$ cat config.mk
export PLATFORM = sky130hd
export DESIGN_NAME = fetch_unit
export DESIGN_NICKNAME = d
export VERILOG_FILES = /design/src/rtl/fetch_unit.sv
export SDC_FILE = /design/constraint.sdc
export NUM_CORES = 1
export LEC_CHECK = 0
export ABC_AREA = 1
export CAP_MARGIN = 0
export CORE_MARGIN = 2
export CORE_UTILIZATION = 50
export CTS_CLUSTER_SIZE = 24
export DETAILED_ROUTE_END_ITERATION = 10
export PLACE_DENSITY = 0.78
export SKIP_CTS_REPAIR_TIMING = 1
export SLEW_MARGIN = 30
export SYNTH_ARGS = -nofsm -noshare
export SYNTH_HDL_FRONTEND = slang
export SYNTH_SLANG_ARGS = --single-unit
$ cat constraint.sdc
create_clock -name clk -period 9.4 [get_ports clk]
set_input_delay 0.94 -clock clk [delete_from_list [all_inputs] [get_ports clk]]
set_output_delay 0.94 -clock clk [all_outputs]
set_load 0.03 [all_outputs]
$ cat src/rtl/fetch_unit.sv
// Instruction fetch front end: issues reads to a one-cycle synchronous ROM and
// buffers responses in a 2-entry FIFO. Branch redirect and HALT opcodes flush it.
module fetch_unit #(
  parameter int AW = 8,
  parameter int DW = 16
) (
  input  logic          clk,
  input  logic          rst,
  output logic          imem_en,
  output logic [AW-1:0] imem_addr,
  input  logic [DW-1:0] imem_data,
  output logic [DW-1:0] instr_out,
  output logic [AW-1:0] pc_out,
  output logic          instr_valid,
  input  logic          instr_ready,
  input  logic          branch_en,
  input  logic [AW-1:0] branch_target,
  output logic          halted
);

  typedef enum logic {RUN = 1'b0, HALTED = 1'b1} state_t;

  state_t        state_q, state_d;
  logic [AW-1:0] pc_q, pc_d;
  logic          inflight_q, inflight_d;
  logic [AW-1:0] infl_addr_q;
  logic [1:0]    count_q, count_d;
  logic [AW-1:0] addr_q  [2];
  logic [AW-1:0] addr_d  [2];
  logic [DW-1:0] instr_q [2];
  logic [DW-1:0] instr_d [2];

  logic       run;
  logic       xfer;
  logic       halt_xfer;
  logic       redirect;
  logic       flush;
  logic       push;
  logic       wr_idx;
  logic [1:0] occ;

  always_ff @(posedge clk or posedge rst) begin
    if (rst) state_q <= RUN;
    else     state_q <= state_d;
  end

  always_comb begin
    state_d = state_q;
    if (state_q == RUN && halt_xfer) state_d = HALTED;
  end

  always_comb begin
    run    = (state_q == RUN);
    halted = (state_q == HALTED);
  end

  // Occupancy counts the head leaving this edge so a full-rate stream
  // (one buffered, one in flight, one popped) keeps issuing every cycle.
  always_comb begin
    instr_valid = (count_q != 2'd0) && run;
    instr_out   = instr_q[0];
    pc_out      = addr_q[0];
    xfer        = instr_valid && instr_ready;
    halt_xfer   = xfer && (instr_q[0][DW-1 -: 4] == 4'hF);
    redirect    = branch_en && run && !halt_xfer;
    flush       = halt_xfer || redirect;
    occ         = count_q + 2'(inflight_q) - 2'(xfer);
    imem_en     = run && !branch_en && (occ < 2'd2);
    imem_addr   = pc_q;
    push        = inflight_q && !flush;
    wr_idx      = count_q[0] && !xfer;
  end

  always_comb begin
    pc_d       = pc_q;
    inflight_d = imem_en && !halt_xfer;
    if (redirect)     pc_d = branch_target;
    else if (imem_en) pc_d = pc_q + AW'(1);
    count_d = flush ? 2'd0 : (count_q - 2'(xfer) + 2'(push));
  end

  always_comb begin
    addr_d  = addr_q;
    instr_d = instr_q;
    if (xfer) begin
      addr_d[0]  = addr_q[1];
      instr_d[0] = instr_q[1];
    end
    if (push) begin
      addr_d[wr_idx]  = infl_addr_q;
      instr_d[wr_idx] = imem_data;
    end
  end

  always_ff @(posedge clk or posedge rst) begin
    if (rst) begin
      pc_q       <= '0;
      inflight_q <= 1'b0;
      count_q    <= 2'd0;
    end else begin
      pc_q       <= pc_d;
      inflight_q <= inflight_d;
      count_q    <= count_d;
    end
  end

  // Buffer payload needs no reset; count_q and inflight_q qualify it.
  always_ff @(posedge clk) begin
    addr_q[0]  <= addr_d[0];
    addr_q[1]  <= addr_d[1];
    instr_q[0] <= instr_d[0];
    instr_q[1] <= instr_d[1];
    if (imem_en) infl_addr_q <= pc_q;
  end

endmodule

==> flow_summary.toml, run 1 <==
[clock_tree]
cts_tree = "built"
clockBufferDepth = 2
clk_latency_ps = 330
cts_sinks = 68
htree_levels = 3
cts_buffers = 9
cts_root_buf = "clkbuf_8"
clkTransAtPathRegs_ps = 70

[layout]
seqCellArea_sq_um = 1740
n_fill_cell = 532
diodes = 0
multi_input_area_sq_um = 1140
drive_above_1_share_pct = 7.29
area_growth_pct = 20.8
layout.nets = 425
final_cell_mix = "125 x nand2_1, 62 x clkdlybuf4s50_1, 43 x nand3_1, 32 x edfxtp_1, 24 x dfxtp_1"
final_common_cell = "nand2_1"

[logic_synthesis]
synth_cell_types = 33
netlist_instances = 358
yosys_warnings = 0
syn_area_per_cell_sq_um = 8.96
synth.ff_latch_count = 68
syn_nets = 390
synth_area_leaders = "edfxtp_1 30%, dfxtp_1 15%, nand2_1 15%, dfrtp_1 9.4%, nand3_1 6.7%"
synth.cell_area_sq_um = 3210
synth_top_area_cell = "edfxtp_1"
ys_seq_area_share_pct = 54.3
synth_top_area_share_pct = 29.9

[die]
rows = 29
ios = 63
die_width_um = 84.1
fp.dieH_um = 84.1
dieArea_sq_um = 7080
core_area_sq_um = 6280
start_util_pct = 51.1

[sta]
finalCriticalPeriod_ps = 4940
skew_ps = 7.96
worst-slew-pin-transition_ps = 773
timing.fmax_mhz = 203
finalSetupTns_ps = 0
finalSetupViolCount = 0
drv_slew = 0
hold_viol_final = 0
rsz0062_at_grt = "no"
relSlewSlack_pct = 48.2
min_period_over_period_pct = 52.5
hold_ws_ps = 451

[worst_setup_path]
cp.required_ps = 8460
crit_fanout = 28
crit_type = "in2out"
path_cells = "clkdlybuf4s50_1 > nand3_4 > inv_6 > ha_1 > nor2_1 > o21bai_1 > nand3_2 > inv_1 > clkdlybuf4s50_1"
cpMaxStageDelayCell = "clkdlybuf4s50_1"
arrival_ps = 4000
slowest_delay_ps = 750
cp-start-kind = "input pin"
r2r_cells = 6
end_kind = "output pin"
crit_path_frequent_cell = "clkdlybuf4s50_1"

[worst_hold_path]
whs_path_depth = 0
min_path_type = "reg2reg"

[grt]
grt_pass1_wl_um = 10400
grt-ovfl-total = 0
grt_use_met3_pct = 4.35
grt_usage_pct = 18.4
antenna_found_initial = 0
busiest_layer = "met2"
grt_pass1_vias = 2214
grtUsageMet2_pct = 28.8
grt_max_degree = 29
grt.met1_usage_pct = 24.8

[power_and_ir_drop]
pwr-share-comb_pct = 10.1
swShare_pct = 22.6
switching_power_mw = 0.145
p_int_mw = 0.495
p_leak_nw = 1.66
power_frac_seq_pct = 50.9
pwr-share-clk_pct = 39.1
ir_worst_vdd_uv = 96.7
power.density_nw_per_um2 = 165

[detailed_routing]
vias = 2402
dr.pass1.iters = 4
vias_per_cell = 5.06
drt_iter0_drc = 183
postRouteAntennaNets = 0
remaining_drc_errors = 0
routed_wl_um = 6160
wire_per_inst_um = 13.0

[placement]
hpwl_um = 4190
place.port_buffers = 62
gp_congestion = 0.735

[run_status]
status = "completed"

[flow_run]
maxCapViolCount = 0
## worst paths after layout
| kind | slack (ps) | endpoint | startpoint |
|---|---|---|---|
| setup / recovery | 4460 | imem_en | instr_ready |
| hold / removal | 450 | register | infl_addr_q[2]$_DFFE_PP_ |
| setup reg to reg | 5770 | register | count_q[0]$_DFF_PP0_ |
| hold reg to reg | 450 | register | infl_addr_q[2]$_DFFE_PP_ |
| max in group asynchronous | 8160 | imem_addr[4]$_DFFE_PP0P_ | rst |
| min in group asynchronous | 920 | halted$_DFFE_PP0P_ | rst |
## metrics by stage
stage | utilization [%] | total power [mW] | instances | setup slack (ps) | instance area [sq um]
2_1_floorplan | - | 0.371 | 358 | 6030 | 3210
3_3_place_gp | 58.4 | 0.395 | 459 | 4540 | 3670
3_5_place_dp | 58.5 | 0.396 | 459 | 4430 | 3670
4_1_cts | 61.8 | 0.644 | 475 | 4430 | 3880
5_1_grt | 61.8 | 0.666 | 475 | 4230 | 3880
6_report | 61.8 | 0.640 | 475 | 4460 | 3880
## Yosys cell counts
cell type  instances
nand2_1          125
nand3_1           43
edfxtp_1          32
buf_4             24
dfxtp_1           24
o21ai_0           23
inv_1             13
dfrtp_1           12
nor2_1             9
buf_2              6
clkbuf_1           5
ha_1               4
inv_2              4
o211ai_1           4
a21oi_1            3
buf_6              3
xnor2_1            3
nand2_4            2
nand3_4            2
nand3b_1           2
nand4_1            2
nor2_2             2
a31oi_1            1
clkinv_1           1
inv_6              1
nand2_2            1
nand2_8            1
nand3_2            1
nor3_1             1
o21ai_1            1
o21bai_1           1
o31ai_1            1
xor2_1             1
## logic make-up (layout without fill, tap and decap cells)
group / Yosys count / after routing / share of synthesized area (%)
compound gates: 34 / 34 / 5.81
xor+xnor: 4 / 4 / 1.09
fa+ha+maj: 4 / 4 / 1.56
buf+inv: 57 / 97 / 10.6
flops: 68 / 68 / 54.3
simple gates: 191 / 191 / 26.7
## worst max-delay path: cells and delay by family
kind,cells,cell delay (ps)
adder cells (fa/ha/maj),1,280
AO/OA/AOI/OAI,1,130
AND/OR/NAND/NOR,3,680
buffers and inverters,4,1960
## power groups by stage
stage / combinational, mW / sequential, mW / clock (mW)
2_1_floorplan: 0.0369 / 0.334 / 0
3_3_place_gp: 0.0637 / 0.331 / 0
3_5_place_dp: 0.0646 / 0.332 / 0
4_1_cts: 0.0649 / 0.325 / 0.254
5_1_grt: 0.0698 / 0.327 / 0.270
6_report: 0.0645 / 0.325 / 0.250
## per-layer routing
layer  vias up  wire length (um)
met5         -                 0
met4         0                92
met3        10               396
met2        82              2900
met1      1080              2770
li1       1230                 -
## area by class of cell
| class | count | area share (%) |
|---|---|---|
| clock buffers | 10 | 3.29 |
| clock inverters | 6 | 2.03 |
| inverters | 19 | 1.97 |
| multi-input cells | 233 | 29.3 |
| flip-flops and latches | 68 | 44.9 |
| well taps | 77 | 2.48 |
| repair buffers | 62 | 16.0 |
Note: power is estimated with default switching activity, not from simulation.
==> run 2: changes to the inputs <==
--- a/config.mk
+++ b/config.mk
@@ -8,10 +8,10 @@
 export ABC_AREA = 1
 export CAP_MARGIN = 0
 export CORE_MARGIN = 2
-export CORE_UTILIZATION = 50
+export CORE_UTILIZATION = 47
 export CTS_CLUSTER_SIZE = 24
 export DETAILED_ROUTE_END_ITERATION = 10
-export PLACE_DENSITY = 0.78
+export PLACE_DENSITY = 0.77
 export SKIP_CTS_REPAIR_TIMING = 1
 export SLEW_MARGIN = 30
 export SYNTH_ARGS = -nofsm -noshare
==> constraint.sdc (replaced) <==
create_clock -name clk -period 4.05 [get_ports clk]
set_input_delay 0.405 -clock clk [delete_from_list [all_inputs] [get_ports clk]]
set_output_delay 0.405 -clock clk [all_outputs]
set_load 0.03 [all_outputs]
==> run 2 against run 1 <==
- core utilization down 3.8 points
- power up 110%
- cell count up 1.7%
- worst setup slack worse by 3900 ps
- clock power up 88%
- register-to-register slack worse by 4200 ps
- die area up 6.1%
- sequential cell count unchanged
- first-iteration DRC count down 13%
- sequential share of layout area about the same
- hold slack worse by 74 ps
- clock skew up 2.7 ps
- largest cell class unchanged
==> flow_summary.toml, run 2 (synthesis results as in run 1) <==
[run_status]
status = "completed"

[detailed_routing]
routed_wl_um = 6240
postRouteAntennaNets = 0
drt_iter0_drc = 160
dr.pass1.iters = 4
remaining_drc_errors = 0
wire_per_inst_um = 12.9
vias_per_cell = 5.04
vias = 2432

[die]
start_util_pct = 48.0
core_area_sq_um = 6680
die_width_um = 86.6
dieArea_sq_um = 7510
rows = 30
fp.dieH_um = 86.6
ios = 63

[clock_tree]
cts_tree = "built"
clk_latency_ps = 350
cts_root_buf = "clkbuf_8"
htree_levels = 3
clkTransAtPathRegs_ps = 70
clockBufferDepth = 2
cts_sinks = 68
cts_buffers = 9

[power_and_ir_drop]
swShare_pct = 25.3
power.density_nw_per_um2 = 355
power_frac_seq_pct = 54.9
p_leak_nw = 1.66
pwr-share-clk_pct = 34.2
ir_worst_vdd_uv = 223
pwr-share-comb_pct = 11.0
switching_power_mw = 0.348
p_int_mw = 1.03

[worst_setup_path]
reg2reg_setup_slack_ps = 1600
slowest_delay_ps = 750
r2r_cells = 13
r2r_start = "count_q[0]$_DFF_PP0_"
path_cells = "clkdlybuf4s50_1 > nand3_4 > inv_6 > ha_1 > nor2_1 > o21bai_1 > nand3_2 > inv_1 > clkdlybuf4s50_1"
crit_fanout = 28
crit_type = "in2out"
crit_path_frequent_cell = "clkdlybuf4s50_1"
cp.required_ps = 3640
crit_buf_inv = 4
end_kind = "output pin"
arrival_ps = 3110
cp_top_family = "buffers and inverters"
crit_cells = 9
cpMaxStageDelayCell = "clkdlybuf4s50_1"
cp-start-kind = "input pin"
rr_endpoint = "count_q[1]$_DFF_PP0_"

[sta]
relSlewSlack_pct = 66.1
finalCriticalPeriod_ps = 3510
min_period_over_period_pct = 86.7
finalSetupViolCount = 0
rsz0062_at_grt = "no"
worst-slew-pin-transition_ps = 508
worst_slack_ps = 539
finalSetupTns_ps = 0
hold_viol_final = 0
timing.fmax_mhz = 285
skew_ps = 10.6
drv_slew = 0
hold_ws_ps = 378

[grt]
grt_pass1_wl_um = 10700
grt_pass1_vias = 2398
grt_usage_pct = 18.2
antenna_found_initial = 0
grt-ovfl-total = 0
grt_max_degree = 29

[layout]
area_growth_pct = 20.7
diodes = 0
layout.nets = 430
final_common_cell = "nand2_1"
final_cell_mix = "125 x nand2_1, 62 x clkdlybuf4s50_1, 43 x nand3_1, 32 x edfxtp_1, 24 x dfxtp_1"
final_area_sq_um = 3870
drive_above_1_share_pct = 8.68
fin_util_pct = 58.0

[placement]
gp_congestion = 0.856
hpwl_um = 4220
place_area_sq_um = 3710
place.port_buffers = 62
preCtsSetupSlack_ps = 512

[worst_hold_path]
min_path_type = "in2async"

[flow_run]
maxCapViolCount = 0
[run 2: changes by cell type in the layout (fill, tap and decap cells not counted), sizes merged]
cell / change
clkbuf: -1
bufinv: -2
buf: +5
clkinvlp: +1
clkinv: +2
[run 2: worst max-delay path by stage]
stage | slack [ps] | to | start
2_1_floorplan | 920 | register | halted$_DFFE_PP0P_
3_3_place_gp | 590 | imem_en | instr_ready
3_5_place_dp | 510 | imem_en | instr_ready
4_1_cts | 510 | imem_en | instr_ready
5_1_grt | 330 | imem_en | count_q[1]$_DFF_PP0_
6_report | 540 | imem_en | instr_ready
[run 2: metal layers]
layer / GRT usage (%) / vias to the layer above / routed length [um]
met4: 5.11 / 0 / 25
met5: 0 / - / 0
met3: 7.62 / 4 / 484
met2: 29.9 / 94 / 3020
li1: - / 1237 / -
met1: 22.1 / 1097 / 2710
[run 2: area by class of cell]
type	count	area [sq um]
clock buffer	9	124
clock inverter	7	43.8
fill	583	2810
inverter	19	76.3
multi-input combinational	233	1130
sequential	68	1740
tap	80	100
timing repair buffer	67	658
[run 2: through the flow]
stage,power (mW),std cells
2_1_floorplan,0.861,358
3_3_place_gp,0.918,467
3_5_place_dp,0.921,467
4_1_cts,1.39,483
5_1_grt,1.43,483
6_report,1.37,483
[run 2: power by group through the flow]
stage,Clock [mW],Sequential (mW),Combinational (mW)
after floorplan,0,0.775,0.0858
after global placement,0,0.769,0.149
after detailed placement,0,0.770,0.151
after CTS,0.481,0.755,0.152
after global routing,0.512,0.757,0.165
final,0.470,0.755,0.151
==> patch 1, RTL diff (config.mk and constraints of run 1) <==
`pc_q` no longer has a reset.
--- a/src/rtl/fetch_unit.sv
+++ b/src/rtl/fetch_unit.sv
@@ -94,14 +94,16 @@
 
   always_ff @(posedge clk or posedge rst) begin
     if (rst) begin
-      pc_q       <= '0;
       inflight_q <= 1'b0;
       count_q    <= 2'd0;
     end else begin
-      pc_q       <= pc_d;
       inflight_q <= inflight_d;
       count_q    <= count_d;
     end
+  end
+
+  always_ff @(posedge clk) begin
+    pc_q <= pc_d;
   end
 
   // Buffer payload needs no reset; count_q and inflight_q qualify it.
Behaviour: not the same (Yosys sat finds a counterexample within 4 cycles, from zero or initial values and one cycle with rst high).
==> patch 1 against run 1 <==
Combinational power fell by 39%. Design area rose by 3.7%. Highest routed layer unchanged. Non-clock buffer count is the same. Wire length grew 7.9%. Sequential power shrank 2%. Setup slack better by 0.18 ns. Count of clock-buffer cells in the layout up 3. Critical endpoint unchanged. Power down 8.8%. Sequential cell count unchanged. Largest cell class unchanged. Worst hold slack improved by 0.0099 ns. Synthesized area up 5.7%. Synthesized cell count is 5.9% higher. Via count up 4.9%.
==> patch 1: results <==
[cells_and_area]
fillerInstances = 584
inverters_excl_clock = 35
layout-drive-gt1-share_pct = 5.53
layout.nonclk_buf_share_pct = 15.4
multi_input_cells = 235
nNetsFinal = 443

[global_route]
grt_max_degree = 52
use_met2_pct = 31.2
grt_usage_pct = 19.1
met3_usage_pct = 6.95
grt_pass1_vias = 2383

[placement]
dp_hpwl_mm = 4.42
dp_slack_ns = 4.65
gp_congestion = 0.811

[synth]
synth_commonest_cells = "nand2_1, o21ai_0, edfxtp_1"
synth.distinct_cells = 29
ys_top_cells_by_area = "edfxtp_1, dfxtp_1, nand2_1"
async_flop_share_pct = 5.88
synth_edf_count = 40
yosysSeqAreaShare_pct = 52.5
synth_fp_nets = 411

[power]
sw_frac_of_total_pct = 21.2
leakagePower_nw = 1.65
seq-power_mw = 0.319
powerClk_mw = 0.225

[setup_path]
r2r_cells = 9
arrival_ns = 3.82

[detailed_routing]
drt_wl_total_mm = 6.65

[outcome]
run_status = "completed"

[worst_hold_path]
worstHoldStart = "infl_addr_q[5]"
## patch 1: per-stage QoR
step,instance area (um2),std cells
global route,4020,496
detailed placement,3840,480
floorplan,3390,379
global placement,3840,480
CTS,4020,496
finish,4020,496
## patch 1: worst paths after layout
check                              to  slack, ns
min                          register       0.46
max reg2reg                  register       6.55
max in group asynchronous  count_q[0]       8.48
min reg2reg                  register       0.46
max                           imem_en       4.64
min in group asynchronous  inflight_q       0.77
## patch 1: kinds of logic (layout without fill, tap and decap cells)
family,after synthesis,in the layout,synth area share (%)
simple gates,142,142,18.0
compound gates,81,81,13.8
buf+inv,76,113,12.2
flops,68,68,52.5
xor+xnor,8,8,2.06
fa+ha+maj,4,4,1.47
## patch 1: per-layer routing
metal	vias to the layer above	share of wire, %
li1	1270	-
met1	1164	44
met2	77	48
met3	9	6.6
met4	0	1.3
met5	-	0
==> patch 2, RTL diff (flow settings as in run 1) <==
Made on the original files. Set the parameter `DW` to 32 (it was 16).
--- a/src/rtl/fetch_unit.sv
+++ b/src/rtl/fetch_unit.sv
@@ -2,7 +2,7 @@
 // buffers responses in a 2-entry FIFO. Branch redirect and HALT opcodes flush it.
 module fetch_unit #(
   parameter int AW = 8,
-  parameter int DW = 16
+  parameter int DW = 32
 ) (
   input  logic          clk,
   input  logic          rst,
Ports: changed (resized imem_data and instr_out); port bits go from 63 to 95. The function was not compared with the original's and may differ.
==> patch 2 against run 1 <==
Final cell count increased by 42%. Synthesized area rose by 42%. Power up 31%. First-iteration DRC count up 31%. Via count grew 48%. Sequential cell count grew 32. Sequential power rose by 46%. Wire length rose by 58%. Setup slack got worse by 0.84 ns. Clock power rose by 11%. Die area is 39% higher. Synthesized cell count grew 44%. Design area increased by 41%. Critical path type unchanged.
==> patch 2: results <==
[synth]
synth_commonest_cells = "nand2_1, nand3_1, edfxtp_1"
synthMuxAreaShare_pct = 0
yosysSeqAreaShare_pct = 56.0
async_flop_share_pct = 12.0
synth_xor_area_share_pct = 0.771
synth_fp_nets = 564
synth_fa_ha_area_share_pct = 1.10
synth_edf_count = 48
synth.distinct_cells = 29
ys_top_cells_by_area = "edfxtp_1, dfxtp_1, nand2_1"
synth_compound_area_share_pct = 5.76
ys_warn_count = 0

[setup_path]
critPathMaxFanout = 45
slowest_stage = "inv_2"
cpPeakStageDelay_ns = 0.76

[sta]
fin_skew_ns = 0.0106
max-slew-margin-rel_pct = 45.9

[global_route]
antenna_found_initial = 0
grt_pass1_vias = 3212
grt_first_pass_wirelength_mm = 15.8
grt_usage_pct = 19.9
grt_max_degree = 46

[clock_tree]
cts_buffer_depth = 2
cts-root-buf = "clkbuf_8"
cts_made_buffers = 9
worstSkewPairLatency_ns = 0.36
clk_pin_slew_ns = 0.09
htree_levels = 3

[cells_and_area]
layout-drive-gt1-share_pct = 5.31
nNetsFinal = 608
diodes = 0

[outcome]
run_status = "completed"

[placement]
gp_congestion = 0.831
port_buffers = 94
dp_hpwl_mm = 6.27

[power]
leakagePower_nw = 2.33
vdd_drop_max_mv = 0.0736
switchingPower_mw = 0.202

[detailed_routing]
via_count = 3562
drt_iter0_drc = 239
drt_wl_total_mm = 9.71
firstDrtPassIters = 5

[worst_hold_path]
hold_path.class = "reg2reg"
## patch 2: power by group through the flow
| stage | Sequential [mW] | Combinational (mW) | Clock (mW) |
|---|---|---|---|
| 2_1_floorplan | 0.484 | 0.0528 | 0 |
| 3_3_place_gp | 0.484 | 0.0870 | 0 |
| 3_5_place_dp | 0.484 | 0.0890 | 0 |
| 4_1_cts | 0.474 | 0.0895 | 0.280 |
| 5_1_grt | 0.476 | 0.0956 | 0.296 |
| 6_report | 0.474 | 0.0893 | 0.277 |
## patch 2: cell families (layout without fill, tap and decap cells)
kind of cell / after synthesis / after routing
AND/OR/NAND/NOR: 274 / 274
flip-flops: 100 / 100
buffers and inverters: 85 / 134
AO/OA/AOI/OAI: 49 / 49
adder cells (fa/ha/maj): 4 / 4
XOR/XNOR: 4 / 4
## patch 2: stage by stage
| stage | setup WS [ns] | power [mW] | instance area, um2 | cells | hold WS (ns) |
|---|---|---|---|---|---|
| 2_1_floorplan | 5.38 | 0.537 | 4540 | 516 | 0.427 |
| 5_1_grt | 3.27 | 0.867 | 5460 | 673 | 0.465 |
| 4_1_cts | 3.59 | 0.844 | 5460 | 673 | 0.458 |
| 3_3_place_gp | 3.75 | 0.571 | 5210 | 655 | 0.430 |
| 3_5_place_dp | 3.61 | 0.573 | 5260 | 657 | 0.437 |
| 6_report | 3.62 | 0.841 | 5460 | 673 | 0.455 |
## patch 2: layout make-up
cell class                      count  area (um2)
Clock buffer                       10         138
Multi-Input combinational cell    331        1500
Fill cell                         732        3300
Clock inverter                      6        62.6
Inverter                           20        75.1
Timing Repair Buffer               98        1010
Tap cell                          108         135
Sequential cell                   100        2540
## patch 2: routing by layer
| layer | wire length (um) | global-route usage [%] | part of all wire (%) |
|---|---|---|---|
| met1 | 4290 | 27.3 | 44 |
| met2 | 4630 | 31.5 | 48 |
| met3 | 593 | 3.65 | 6.1 |
| met4 | 210 | 7.69 | 2.2 |
| met5 | 0 | 0 | 0 |
## patch 2: worst paths after layout
kind                       slack [ns]            from      endpoint  cells past startpoint
min in group asynchronous        0.89             rst  imem_addr[6]                      2
min                              0.46  infl_addr_q[4]      register                      0
max reg2reg                      5.36      count_q[1]    count_q[1]                     13
max in group asynchronous        8.20             rst  imem_addr[5]                      2
max                              3.62     instr_ready       imem_en                     11
min reg2reg                      0.46  infl_addr_q[4]      register                      0
## patch 2: critical path: cells and delay by family
family / cells / cell delay [ns]
fa+ha+maj: 1 / 0.31
buf+inv: 5 / 2.55
simple gates: 5 / 1.00
